$ cat config.mk
export PLATFORM = sky130hd
export DESIGN_NAME = serial_byte_shifter
export DESIGN_NICKNAME = d
export VERILOG_FILES = /design/src/rtl/serial_byte_shifter.sv
export SDC_FILE = /design/constraint.sdc
export NUM_CORES = 1
export LEC_CHECK = 0
export BUFFER_PORTS_ARGS = -buffer_cell sky130_fd_sc_hd__buf_2
export CAP_MARGIN = 20
export CORE_AREA = 2 2 53 68
export CTS_BUF_LIST = sky130_fd_sc_hd__clkbuf_16
export CTS_CLUSTER_SIZE = 24
export DETAILED_ROUTE_END_ITERATION = 16
export DIE_AREA = 0 0 55 70
export PLACE_DENSITY_LB_ADDON = 0.2
export SLEW_MARGIN = 10
export SYNTH_ARGS = -nofsm -noshare
export SYNTH_HDL_FRONTEND = slang
export SYNTH_SLANG_ARGS = --single-unit
$ cat constraint.sdc
create_clock -name sys_clk -period 1.4 [get_ports sys_clk]
set_clock_uncertainty 0.1 [all_clocks]
set_input_delay 0.07 -clock sys_clk [delete_from_list [all_inputs] [get_ports sys_clk]]
set_output_delay 0.07 -clock sys_clk [all_outputs]
set_load 0.05 [all_outputs]
$ cat src/rtl/serial_byte_shifter.sv
// Full-duplex serial word shifter driven by an external serial clock generator.
// One start pulse arms the generator, shifts tx_data out on mosi and captures miso into rx_data.
module serial_byte_shifter #(
    parameter int BIT_COUNT  = 8,
    parameter int ACTIVE_LOW = 0,
    parameter int MSB_FIRST  = 1
) (
    input  logic                 sys_clk,
    input  logic                 rst,
    input  logic                 start,
    input  logic [BIT_COUNT-1:0] tx_data,
    output logic                 gen_start,
    input  logic                 gen_out_clk,
    input  logic                 gen_busy,
    input  logic                 miso,
    output logic                 mosi,
    output logic [BIT_COUNT-1:0] rx_data,
    output logic                 busy,
    output logic                 done,
    output logic                 error
);

    localparam int               CNT_W    = $clog2(BIT_COUNT + 1);
    localparam logic [CNT_W-1:0] LAST     = CNT_W'(BIT_COUNT);
    localparam logic             IDLE_LVL = (ACTIVE_LOW != 0);

    typedef enum logic [2:0] {
        S_IDLE,
        S_ARM,
        S_WAIT,
        S_SHIFT,
        S_DONE
    } state_t;

    state_t               state, state_nxt;
    logic                 clk_q;
    logic [CNT_W-1:0]     bit_cnt;
    logic [1:0]           wait_cnt;
    logic [BIT_COUNT-1:0] tx_sr;
    logic [BIT_COUNT-1:0] rx_sr;
    logic                 load, abort, finish;
    logic                 lead, trail, shift_in, shift_out;

    function automatic logic first_bit(input logic [BIT_COUNT-1:0] w);
        return (MSB_FIRST != 0) ? w[BIT_COUNT-1] : w[0];
    endfunction

    assign lead      = (clk_q == IDLE_LVL) && (gen_out_clk != IDLE_LVL);
    assign trail     = (clk_q != IDLE_LVL) && (gen_out_clk == IDLE_LVL);
    // Edges past the last bit are ignored so a generator overrun cannot corrupt the word.
    assign shift_in  = (state == S_SHIFT) && lead  && (bit_cnt < LAST);
    assign shift_out = (state == S_SHIFT) && trail && (bit_cnt < LAST);
    assign gen_start = (state == S_ARM);

    always_comb begin
        state_nxt = state;
        load      = 1'b0;
        abort     = 1'b0;
        finish    = 1'b0;
        case (state)
            S_IDLE: begin
                if (start) begin
                    load      = 1'b1;
                    state_nxt = S_ARM;
                end
            end
            S_ARM:  state_nxt = S_WAIT;
            S_WAIT: begin
                if (gen_busy) begin
                    state_nxt = S_SHIFT;
                end else if (wait_cnt == 2'd3) begin
                    abort     = 1'b1;
                    state_nxt = S_IDLE;
                end
            end
            S_SHIFT: begin
                if (!gen_busy) begin
                    if (bit_cnt == LAST) begin
                        state_nxt = S_DONE;
                    end else begin
                        abort     = 1'b1;
                        state_nxt = S_IDLE;
                    end
                end
            end
            S_DONE: begin
                finish    = 1'b1;
                state_nxt = S_IDLE;
            end
            default: state_nxt = S_IDLE;
        endcase
    end

    // Shift registers carry no reset; they are always loaded before use.
    always_ff @(posedge sys_clk) begin
        if (load) begin
            tx_sr <= tx_data;
        end else if (shift_out) begin
            tx_sr <= (MSB_FIRST != 0) ? (tx_sr << 1) : (tx_sr >> 1);
        end
        if (shift_in) begin
            rx_sr <= (MSB_FIRST != 0) ? {rx_sr[BIT_COUNT-2:0], miso}
                                      : {miso, rx_sr[BIT_COUNT-1:1]};
        end
    end

    always_ff @(posedge sys_clk) begin
        if (rst) begin
            state    <= S_IDLE;
            clk_q    <= IDLE_LVL;
            bit_cnt  <= '0;
            wait_cnt <= '0;
            mosi     <= 1'b0;
            rx_data  <= '0;
            busy     <= 1'b0;
            done     <= 1'b0;
            error    <= 1'b0;
        end else begin
            state    <= state_nxt;
            clk_q    <= gen_out_clk;
            done     <= finish;
            error    <= abort;
            wait_cnt <= (state == S_WAIT) ? wait_cnt + 2'd1 : 2'd0;
            if (load) begin
                busy    <= 1'b1;
                bit_cnt <= '0;
                mosi    <= first_bit(tx_data);
            end
            if (shift_in) begin
                bit_cnt <= bit_cnt + CNT_W'(1);
            end
            if (shift_out) begin
                mosi <= (MSB_FIRST != 0) ? tx_sr[BIT_COUNT-2] : tx_sr[1];
            end
            if (abort || finish) begin
                busy <= 1'b0;
                mosi <= 1'b0;
            end
            if (finish) begin
                rx_data <= rx_sr;
            end
        end
    end

endmodule
==> out/qor.log, run 1 <==
[status] outcome complete, but fails checks
[status] failing checks negative setup slack
[placement] total cell area at the placement stage 0.00169 mm^2
[sta] RSZ-0062 raised after global routing true
[logic_synthesis] leading cell types by total area after synthesis edfxtp_1, dfxtp_1, nand2_1
[final_layout] # diodes 0
[final_layout] fill cell instance count of the final layout 259
[final_layout] number of nets in the final layout 195
[logic_synthesis] share of flip-flops with an asynchronous set or reset 0
[cts] number of buffers on the longest clock path 2
[critical_path] Worst setup SP type flip-flop
[detailed_routing] number of antenna-violating nets in the routed design 0
[pwr] Net Sw Frac 0.224
[pwr] sequential cell fraction of total power 0.449
[detailed_routing] vias 1088
[pwr] Peak supply drop 0.973 mV
[pwr] total design power 2640 uW
[logic_synthesis] Avg Inst Size Synth 12.1 um^2
[pwr] static leakage power 0.000890 uW
[sta] portion of the clock cycle consumed by the worst path in the final layout 1.07
[job] Max-cap violations 0
[detailed_routing] DRC viols 0
[detailed_routing] routed wire length per instance 13.2 um
[final_layout] most common cell after layout, fill and taps aside buf_2
[logic_synthesis] library cells used by synthesis 33
[logic_synthesis] net count of the mapped netlist 132
[global_route] pin count of the biggest net entering global routing 14
[final_layout] proportion of layout cells with a drive suffix above 1 0.425
[logic_synthesis] cell type with the highest aggregate area in the netlist edfxtp_1
[floorplanning] starting density of the core 0.420
[critical_path] Data required, critical path 1.46 ns
[detailed_routing] drt first pass iters 4
[logic_synthesis] Synth Register Bits 37
[global_route] wire length of the first global-routing pass 4770 um
[logic_synthesis] proportion of netlist area held by the largest area contributor 0.325
[logic_synthesis] share of synthesized area occupied by flip-flops and latches 0.643
[final_layout] synthesis-to-layout area growth 48.7%
[cts] sink count of the clock tree 37
[final_layout] Layout Utilization 0.624
[worst_hold_path] classification of the worst-slack hold path in2reg
[cts] root cell of the clock tree clkbuf_16
[floorplanning] floorplan die width 55 um
[critical_path] maximum fanout along the worst path 6
[sta] endpoints failing setup 22
[global_route] via count of the first global-routing pass 1091
[sta] worst setup slack after layout -0.0954 ns
[placement] Port-buffer cells 26
[sta] final count of hold timing violations 0
[cts] clock edge transition at the registers on the reported setup and hold paths 0.05 ns
[cts] Skew-Pair Late Insertion Delay 0.28 ns
[floorplanning] Top Ports 27
[detailed_routing] post-DR vias/cell 4.99
[global_route] sum of overflow across all layers after global routing 0
[sta] number of slew-limit violations in the final report 0
[logic_synthesis] number of enable-type register cells in the synthesized netlist 15
[sta] accumulated negative setup slack -1.35 ns
[cts] H-tree lvl count 2
[cts] clock buffers created by TritonCTS 5
[critical_path] Critical Path Sink Type flip-flop
[placement] Placer Congestion 0.838
[critical_path] critical path class reg2reg
[sta] transition time at the pin with the least slew margin 0.364 ns
[logic_synthesis] synthesized netlist cell count 115
[critical_path] crit path DAT 1.56 ns
[floorplanning] overall die area 0.00385 mm^2
[floorplanning] area of the core 0.00330 mm^2
[logic_synthesis] top flip-flop cell by instance count after synthesis dfxtp_1
[pwr] clock network fraction of design power 0.457
[sta] Slew Limit Headroom 0.757
[floorplanning] floorplan row count 24
[logic_synthesis] yosys warns 0
[final_layout] finished layout cell area 0.00206 mm^2
[pwr] combinational share of power 0.094
[floorplanning] Chip Height 70 um
[sta] Tmin final 1.50 ns
[pwr] total net switching power 591 uW
[global_route] initial antenna violation count 0
[detailed_routing] iteration-0 DRC count of the detailed router 7
[cts] TritonCTS clock tree built
[placement] hpwl dp 1870 um
[pwr] power density over the cells 1280 mW/mm^2
[sta] Max Clock Freq 669 MHz
[detailed_routing] Final Routed Wirelength 2870 um
[pwr] Pint 2050 uW
[final_layout] top library cells by usage in the layout, fill and taps aside buf_2, nand2_1, buf_4
[logic_synthesis] Netlist Area Pre-Place 0.00139 mm^2
[global_route] total routing usage reported by global routing 0.176
power by group through the flow:
| stage | combinational, uW | sequential, uW | clock, uW |
|---|---|---|---|
| 6_report | 248 | 1190 | 1210 |
| 5_1_grt | 269 | 1190 | 1280 |
| 4_1_cts | 237 | 1190 | 1230 |
| 3_5_place_dp | 208 | 1210 | 0 |
| 3_3_place_gp | 206 | 1210 | 0 |
| 2_1_floorplan | 103 | 1230 | 0 |
cells by family after synthesis:
logic type / after synthesis / share of synthesized area
compound gates: 14 / 0.0821
xor+xnor: 1 / 0.00632
buf+inv: 5 / 0.0189
flops: 37 / 0.643
simple gates: 54 / 0.216
fa+ha+maj: 3 / 0.0271
mux: 1 / 0.00722
flip-flops by register name, indices dropped and copies added (netlist names):
name	flops
rx_data	8
rx_sr	8
tx_sr	7
bit_cnt	4
state	3
wait_cnt	2
busy	1
clk_q	1
done	1
error	1
mosi	1
critical path, cell delays in order (launching register included):
cell and delay, ns:
dfxtp_4 0.36, and4bb_1 0.31, nand3b_1 0.15, buf_6 0.17, buf_4 0.13, nand3_1 0.09
a21oi_2 0.06
timing repair:
action	4_1_cts	5_1_grt
pin swaps	5	5
cloned	1	0
setup endpoints to repair	22	31
hold endpoints to repair	9	0
hold buffers	9	0
gates resized for setup	13	5
setup buffers	3	3
through the flow:
stage	instances	worst slack, ns	hold WS [ns]
3_5_place_dp	194	-0.123	0.151
3_3_place_gp	194	-0.102	0.146
6_report	218	-0.0954	0.0184
4_1_cts	215	-0.0827	0.0230
5_1_grt	218	-0.166	0.0427
2_1_floorplan	115	-0.0810	0.0689
layer usage:
| metal | wire, um | GRT usage | vias up |
|---|---|---|---|
| li1 | - | - | 540 |
| met1 | 1160 | 0.196 | 512 |
| met2 | 1530 | 0.290 | 30 |
| met3 | 128 | 0.0641 | 6 |
| met4 | 48 | 0.0732 | 0 |
| met5 | 0 | 0 | - |
worst paths after layout:
path / startpoint / endpoint / slack [ns] / depth (start not counted)
worst max-delay path: state[2] / bit_cnt[1] / -0.1 / 6
worst min-delay path: rst / bit_cnt[1] / 0.02 / 2
worst min register to register: wait_cnt[0] / wait_cnt[0] / 0.35 / 1
worst max register to register: state[2] / bit_cnt[1] / -0.1 / 6
cell usage after synthesis (2+ instances only):
master,count
a21oi_1,3
nor3_1,2
edfxtp_1,15
a22o_1,8
dfxtp_1,22
nand2_1,24
and4b_1,2
inv_1,2
nand3b_1,3
nor2_1,8
ha_1,3
nand3_1,2
cell type report:
type                    instances  area (um^2)  area share
flip-flops and latches         37          902       0.437
repair inverters                1         7.51     0.00364
well taps                      39         48.8      0.0237
inverters                       3         18.8     0.00910
repair buffers                 57          407       0.197
multi-input cells              73          512       0.248
clock inverters                 2         16.3     0.00789
clock buffers                   6          150      0.0728
Note: power is estimated with default switching activity, not from simulation.
==> run 2, diff against run 1 <==
--- a/constraint.sdc
+++ b/constraint.sdc
@@ -3,3 +3,3 @@
 set_input_delay 0.07 -clock sys_clk [delete_from_list [all_inputs] [get_ports sys_clk]]
 set_output_delay 0.07 -clock sys_clk [all_outputs]
-set_load 0.05 [all_outputs]
+set_load 0.1 [all_outputs]
==> out/qor.log, run 2 (synthesis results as in run 1) <==
[cts] sink count of the clock tree 37 [unchanged]
[sta] number of slew-limit violations in the final report 0 [unchanged]
[sta] RSZ-0062 raised after global routing true [unchanged]
[sta] Slew Limit Headroom 0.674 [was 0.757]
[final_layout] synthesis-to-layout area growth 49.2% [was 48.7%]
[detailed_routing] DRC viols 0 [unchanged]
[critical_path] Data required, critical path 1.46 ns [about the same]
[cts] number of buffers on the longest clock path 2 [unchanged]
[critical_path] crit path cell chain inv_2 -> ha_2 -> and4b_1 -> or4_4 -> nand2_4 -> a211oi_2 [was and4bb_1 -> nand3b_1 -> buf_6 -> buf_4 -> nand3_1 -> a21oi_2]
[status] failing checks negative setup slack [unchanged]
[final_layout] most common cell after layout, fill and taps aside buf_2 [unchanged]
[critical_path] sum of buffers and inverters on the critical path 1 [was 2]
[pwr] total design power 2750 uW [was 2640 uW]
[sta] Tmin final 1.50 ns [about the same]
[cts] TritonCTS clock tree built [unchanged]
[floorplanning] area of the core 0.00330 mm^2 [unchanged]
[floorplanning] overall die area 0.00385 mm^2 [unchanged]
[critical_path] flop-to-flop setup slack -0.1 ns [about the same]
[sta] worst setup slack after layout -0.0984 ns [was -0.0954 ns]
[critical_path] Worst setup SP type flip-flop [unchanged]
[floorplanning] Top Ports 27 [unchanged]
[critical_path] crit path DAT 1.56 ns [about the same]
[global_route] total routing usage reported by global routing 0.178 [was 0.176]
[placement] Placer Congestion 0.838 [about the same]
[critical_path] critical path class reg2reg [unchanged]
[floorplanning] floorplan row count 24 [unchanged]
[sta] transition time at the pin with the least slew margin 0.492 ns [was 0.364 ns]
[job] Max-cap violations 0 [unchanged]
[critical_path] biggest cell delay along the critical path 0.44 ns [was 0.36 ns]
[final_layout] finished layout cell area 0.00207 mm^2 [was 0.00206 mm^2]
[detailed_routing] post-DR vias/cell 5.12 [was 4.99]
[pwr] power density over the cells 1330 mW/mm^2 [was 1280 mW/mm^2]
[global_route] sum of overflow across all layers after global routing 0 [unchanged]
[sta] Max Clock Freq 667 MHz [was 669 MHz]
[detailed_routing] iteration-0 DRC count of the detailed router 22 [was 7]
[cts] H-tree lvl count 2 [unchanged]
[final_layout] # diodes 0 [unchanged]
[final_layout] top library cells by usage in the layout, fill and taps aside buf_2, nand2_1, buf_4 [unchanged]
[critical_path] Critical Path Sink Type flip-flop [unchanged]
[cts] clock edge transition at the registers on the reported setup and hold paths 0.05 ns [about the same]
[global_route] initial antenna violation count 0 [unchanged]
[cts] root cell of the clock tree clkbuf_16 [unchanged]
[global_route] pin count of the biggest net entering global routing 13 [was 14]
[critical_path] slowest stage cell on the critical path or4_4 [was dfxtp_4]
[global_route] wire length of the first global-routing pass 4820 um [was 4770 um]
[critical_path] reg-to-reg startpoint bit_cnt[0] [was state[2]]
[critical_path] worst flop-to-flop path endpoint mosi [was bit_cnt[1]]
[detailed_routing] routed wire length per instance 14.1 um [was 13.2 um]
[detailed_routing] number of antenna-violating nets in the routed design 0 [unchanged]
[worst_hold_path] classification of the worst-slack hold path in2reg [unchanged]
[critical_path] start point of the critical path bit_cnt[0] [was state[2]]
[critical_path] Crit path depth 6 [unchanged]
[critical_path] maximum fanout along the worst path 2 [was 6]
[status] outcome complete, but fails checks [unchanged]
[pwr] Peak supply drop 0.927 mV [was 0.973 mV]
[critical_path] Worst Reg-to-Reg Cells 6 [unchanged]
[final_layout] number of nets in the final layout 196 [was 195]
[sta] final count of hold timing violations 0 [unchanged]
[final_layout] non-filler instance count after layout 219 [was 218]
[final_layout] largest registers rx_data (8), rx_sr (8), tx_sr (7) [unchanged]
[detailed_routing] vias 1122 [was 1088]
[placement] total cell area at the placement stage 0.00172 mm^2 [was 0.00169 mm^2]
[floorplanning] Chip Height 70 um [unchanged]
[cts] Skew-Pair Late Insertion Delay 0.28 ns [about the same]
[pwr] static leakage power 0.000898 uW [was 0.000890 uW]
[sta] portion of the clock cycle consumed by the worst path in the final layout 1.07 [about the same]
[placement] hpwl dp 2070 um [was 1870 um]
[detailed_routing] drt first pass iters 4 [unchanged]
[cts] clock buffers created by TritonCTS 5 [unchanged]
[global_route] via count of the first global-routing pass 1100 [was 1091]
[placement] Port-buffer cells 26 [unchanged]
[placement] placed insts 195 [was 194]
[critical_path] cell family with the largest share of critical-path delay simple AND/OR/NAND/NOR gates [unchanged]
[final_layout] proportion of layout cells with a drive suffix above 1 0.439 [was 0.425]
[detailed_routing] Final Routed Wirelength 3090 um [was 2870 um]
[placement] worst-case setup slack after placement -0.112 ns [was -0.123 ns]
[final_layout] fill cell instance count of the final layout 282 [was 259]
[floorplanning] floorplan die width 55 um [unchanged]
[critical_path] endpoint of the worst setup timing path mosi [was bit_cnt[1]]
[floorplanning] starting density of the core 0.420 [unchanged]
[sta] endpoints failing setup 22 [unchanged]
==> run 2: changes by cell type in the layout (fill, tap and decap cells not counted), sizes merged <==
| cell | delta |
|---|---|
| bufinv | +1 |
| buf | +1 |
| inv | -1 |
| clkinv | +2 |
| clkbuf | -1 |
| clkinvlp | -1 |
==> run 2: layout make-up <==
| type | instances | area [um^2] | share of cell area |
|---|---|---|---|
| repair inverters | 1 | 5.00 | 0.00242 |
| inverters | 3 | 16.3 | 0.00786 |
| well taps | 39 | 48.8 | 0.0236 |
| clock inverters | 3 | 41.3 | 0.0200 |
| flip-flops and latches | 37 | 903 | 0.437 |
| clock buffers | 5 | 125 | 0.0605 |
| repair buffers | 58 | 417 | 0.201 |
| multi-input cells | 73 | 512 | 0.247 |
==> run 2: power by group <==
part	total (uW)	leakage (uW)	internal [uW]	switching, uW
logic	316	0.000499	141	175
registers	1190	0.000321	1170	21.2
clock network	1240	0.0000775	832	408
total	2750	0.000898	2140	604
==> run 2: repair_timing <==
item,in CTS,in global routing
hold buffers,9,0
setup endpoints to repair,13,31
endpoints found under the hold margin,9,0
gates cloned,0,2
resized for setup,3,13
pin swaps,1,9
buffers inserted,0,5
==> run 2: per-stage QoR <==
stage	hold slack (ns)	setup TNS [ns]	utilization
floorplan	0.0689	-0.309	-
global placement	0.146	-0.207	0.520
detailed placement	0.166	-0.576	0.520
CTS	0.0201	-0.184	0.600
global route	0.0195	-2.40	0.626
finish	0.0122	-0.781	0.626
==> run 2: worst register-to-register path, cell delays in order (launching register included) <==
cell and delay [ns]:
dfxtp_2 0.33, inv_2 0.04, ha_2 0.16, and4b_1 0.20, or4_4 0.45, nand2_4 0.08, a211oi_2 0.03
==> run 2: worst min-delay path by stage <==
stage,startpoint,endpoint,slack [ns],cells past startpoint
finish,rst,error,0.01,2
global route,rst,error,0.02,2
CTS,start,state[0],0.02,3
detailed placement,miso,rx_sr[0],0.17,1
global placement,miso,rx_sr[0],0.15,1
floorplan,miso,rx_sr[0],0.07,0
==> run 2: metal layers <==
metal  vias to the layer above  share of wire  GRT usage
met4                         0          0.037     0.0840
met1                       540           0.36      0.186
met3                        11          0.046     0.0598
met5                         -              0          0
li1                        540              -          -
met2                        31           0.56      0.303
==> run 3, diff against run 2 <==
Settings changed: SKIP_CTS_REPAIR_TIMING set to 1.
==> out/qor.log, run 3 (synthesis results as in run 1) <==
[placement] Port-buffer cells 26 [unchanged]
[floorplanning] floorplan die width 55 um [unchanged]
[floorplanning] area of the core 0.00330 mm^2 [unchanged]
[floorplanning] Chip Height 70 um [unchanged]
[critical_path] Data required, critical path 1.46 ns [about the same]
[sta] Slew Limit Headroom 0.672 [was 0.674]
[sta] RSZ-0062 raised after global routing true [unchanged]
[cts] root cell of the clock tree clkbuf_16 [unchanged]
[final_layout] Sequential Area 901 um^2 [was 903 um^2]
[final_layout] synthesis-to-layout area growth 49.1% [was 49.2%]
[critical_path] critical path class reg2reg [unchanged]
[final_layout] proportion of layout cells with a drive suffix above 1 0.458 [was 0.439]
[critical_path] crit path DAT 1.55 ns [was 1.56 ns]
[floorplanning] floorplan row count 24 [unchanged]
[detailed_routing] vias 1112 [was 1122]
[cts] sink count of the clock tree 37 [unchanged]
[sta] Max Clock Freq 672 MHz [was 667 MHz]
[detailed_routing] DRC viols 0 [unchanged]
[detailed_routing] number of antenna-violating nets in the routed design 0 [unchanged]
[detailed_routing] Final Routed Wirelength 3030 um [was 3090 um]
[cts] number of buffers on the longest clock path 2 [unchanged]
[sta] Tmin final 1.49 ns [was 1.50 ns]
[detailed_routing] routed wire length per instance 13.9 um [was 14.1 um]
[pwr] power density over the cells 1330 mW/mm^2 [about the same]
[sta] transition time at the pin with the least slew margin 0.495 ns [was 0.492 ns]
[detailed_routing] iteration-0 DRC count of the detailed router 24 [was 22]
[final_layout] top library cells by usage in the layout, fill and taps aside buf_2, nand2_1, buf_4 [unchanged]
[global_route] initial antenna violation count 0 [unchanged]
[status] outcome complete, but fails checks [unchanged]
[floorplanning] Top Ports 27 [unchanged]
[sta] final count of hold timing violations 0 [unchanged]
[global_route] pin count of the biggest net entering global routing 13 [unchanged]
[cts] clock buffers created by TritonCTS 5 [unchanged]
[sta] worst setup slack after layout -0.0889 ns [was -0.0984 ns]
[detailed_routing] post-DR vias/cell 5.10 [was 5.12]
[critical_path] slowest stage cell on the critical path or4_4 [unchanged]
[cts] TritonCTS clock tree built [unchanged]
[final_layout] most common cell after layout, fill and taps aside buf_2 [unchanged]
[placement] Placer Congestion 0.838 [unchanged]
[job] Max-cap violations 0 [unchanged]
[critical_path] crit path cell chain inv_2 -> ha_2 -> and4b_1 -> or4_4 -> nand2_2 -> a211oi_2 [was inv_2 -> ha_2 -> and4b_1 -> or4_4 -> nand2_4 -> a211oi_2]
[global_route] wire length of the first global-routing pass 4530 um [was 4820 um]
[global_route] sum of overflow across all layers after global routing 0 [unchanged]
[cts] H-tree lvl count 2 [unchanged]
[sta] endpoints failing setup 21 [was 22]
[worst_hold_path] classification of the worst-slack hold path in2reg [unchanged]
[critical_path] Worst setup SP type flip-flop [unchanged]
[final_layout] Layout Utilization 0.626 [about the same]
[final_layout] number of nets in the final layout 195 [was 196]
[critical_path] biggest cell delay along the critical path 0.43 ns [was 0.44 ns]
[global_route] total routing usage reported by global routing 0.167 [was 0.178]
[floorplanning] overall die area 0.00385 mm^2 [unchanged]
[cts] clock edge transition at the registers on the reported setup and hold paths 0.05 ns [about the same]
[critical_path] maximum fanout along the worst path 2 [unchanged]
[cts] Skew-Pair Late Insertion Delay 0.28 ns [about the same]
[final_layout] largest registers rx_data (8), rx_sr (8), tx_sr (7) [unchanged]
[sta] number of slew-limit violations in the final report 0 [unchanged]
[critical_path] Critical Path Sink Type flip-flop [unchanged]
[detailed_routing] drt first pass iters 4 [unchanged]
[status] failing checks negative setup slack [unchanged]
[pwr] static leakage power 0.000893 uW [was 0.000898 uW]
[placement] worst-case setup slack after placement -0.112 ns [unchanged]
[global_route] via count of the first global-routing pass 1030 [was 1100]
[final_layout] # diodes 0 [unchanged]
[floorplanning] starting density of the core 0.420 [unchanged]
[placement] hpwl dp 2070 um [unchanged]
[final_layout] area of combinational cells with multiple inputs 520 um^2 [was 512 um^2]
[final_layout] fill cell instance count of the final layout 274 [was 282]
[pwr] Peak supply drop 0.942 mV [was 0.927 mV]
[sta] portion of the clock cycle consumed by the worst path in the final layout 1.06 [was 1.07]
[run 3: final timing paths]
check	start	end	slack [ns]	cells after the start
max reg2reg	bit_cnt[0]	mosi	-0.09	6
max	bit_cnt[0]	mosi	-0.09	6
min	rst	error	0.02	2
min reg2reg	wait_cnt[0]	wait_cnt[0]	0.32	1
[run 3: power by group]
part / leakage, uW / internal, uW / switching (uW)
logic: 0.000494 / 138 / 176
registers: 0.000321 / 1170 / 19.6
clock network: 0.0000775 / 832 / 406
total: 0.000893 / 2140 / 602
[run 3: area by class of cell]
class	count	area share
flip-flops and latches	37	0.436
multi-input cells	73	0.252
repair buffers	57	0.198
clock buffers	5	0.0605
well taps	39	0.0236
clock inverters	3	0.0200
inverters	3	0.00787
repair inverters	1	0.00242
[run 3: layer usage]
metal | global-route usage | part of all wire | vias up
li1 | - | - | 541
met1 | 0.186 | 0.36 | 538
met2 | 0.272 | 0.58 | 26
met3 | 0.0577 | 0.041 | 7
met4 | 0.0813 | 0.020 | 0
met5 | 0 | 0 | -
[run 3: stage by stage]
stage	instances	instance area, um^2	setup TNS (ns)	hold WS, ns	power [uW]
2_1_floorplan	115	1410	-0.309	0.0689	1370
3_3_place_gp	195	1720	-0.207	0.146	1460
3_5_place_dp	195	1720	-0.576	0.166	1470
4_1_cts	203	1880	-0.725	-0.123	2710
5_1_grt	218	2070	-2.55	0.0255	2840
6_report	218	2070	-0.713	0.0165	2740
[run 3: worst max-delay path: cells and delay by family, from the launching register on]
family          cells  cell delay [ns]
fa+ha+maj           1             0.16
buf+inv             1             0.04
compound gates      1             0.04
flops               1             0.33
simple gates        3             0.71
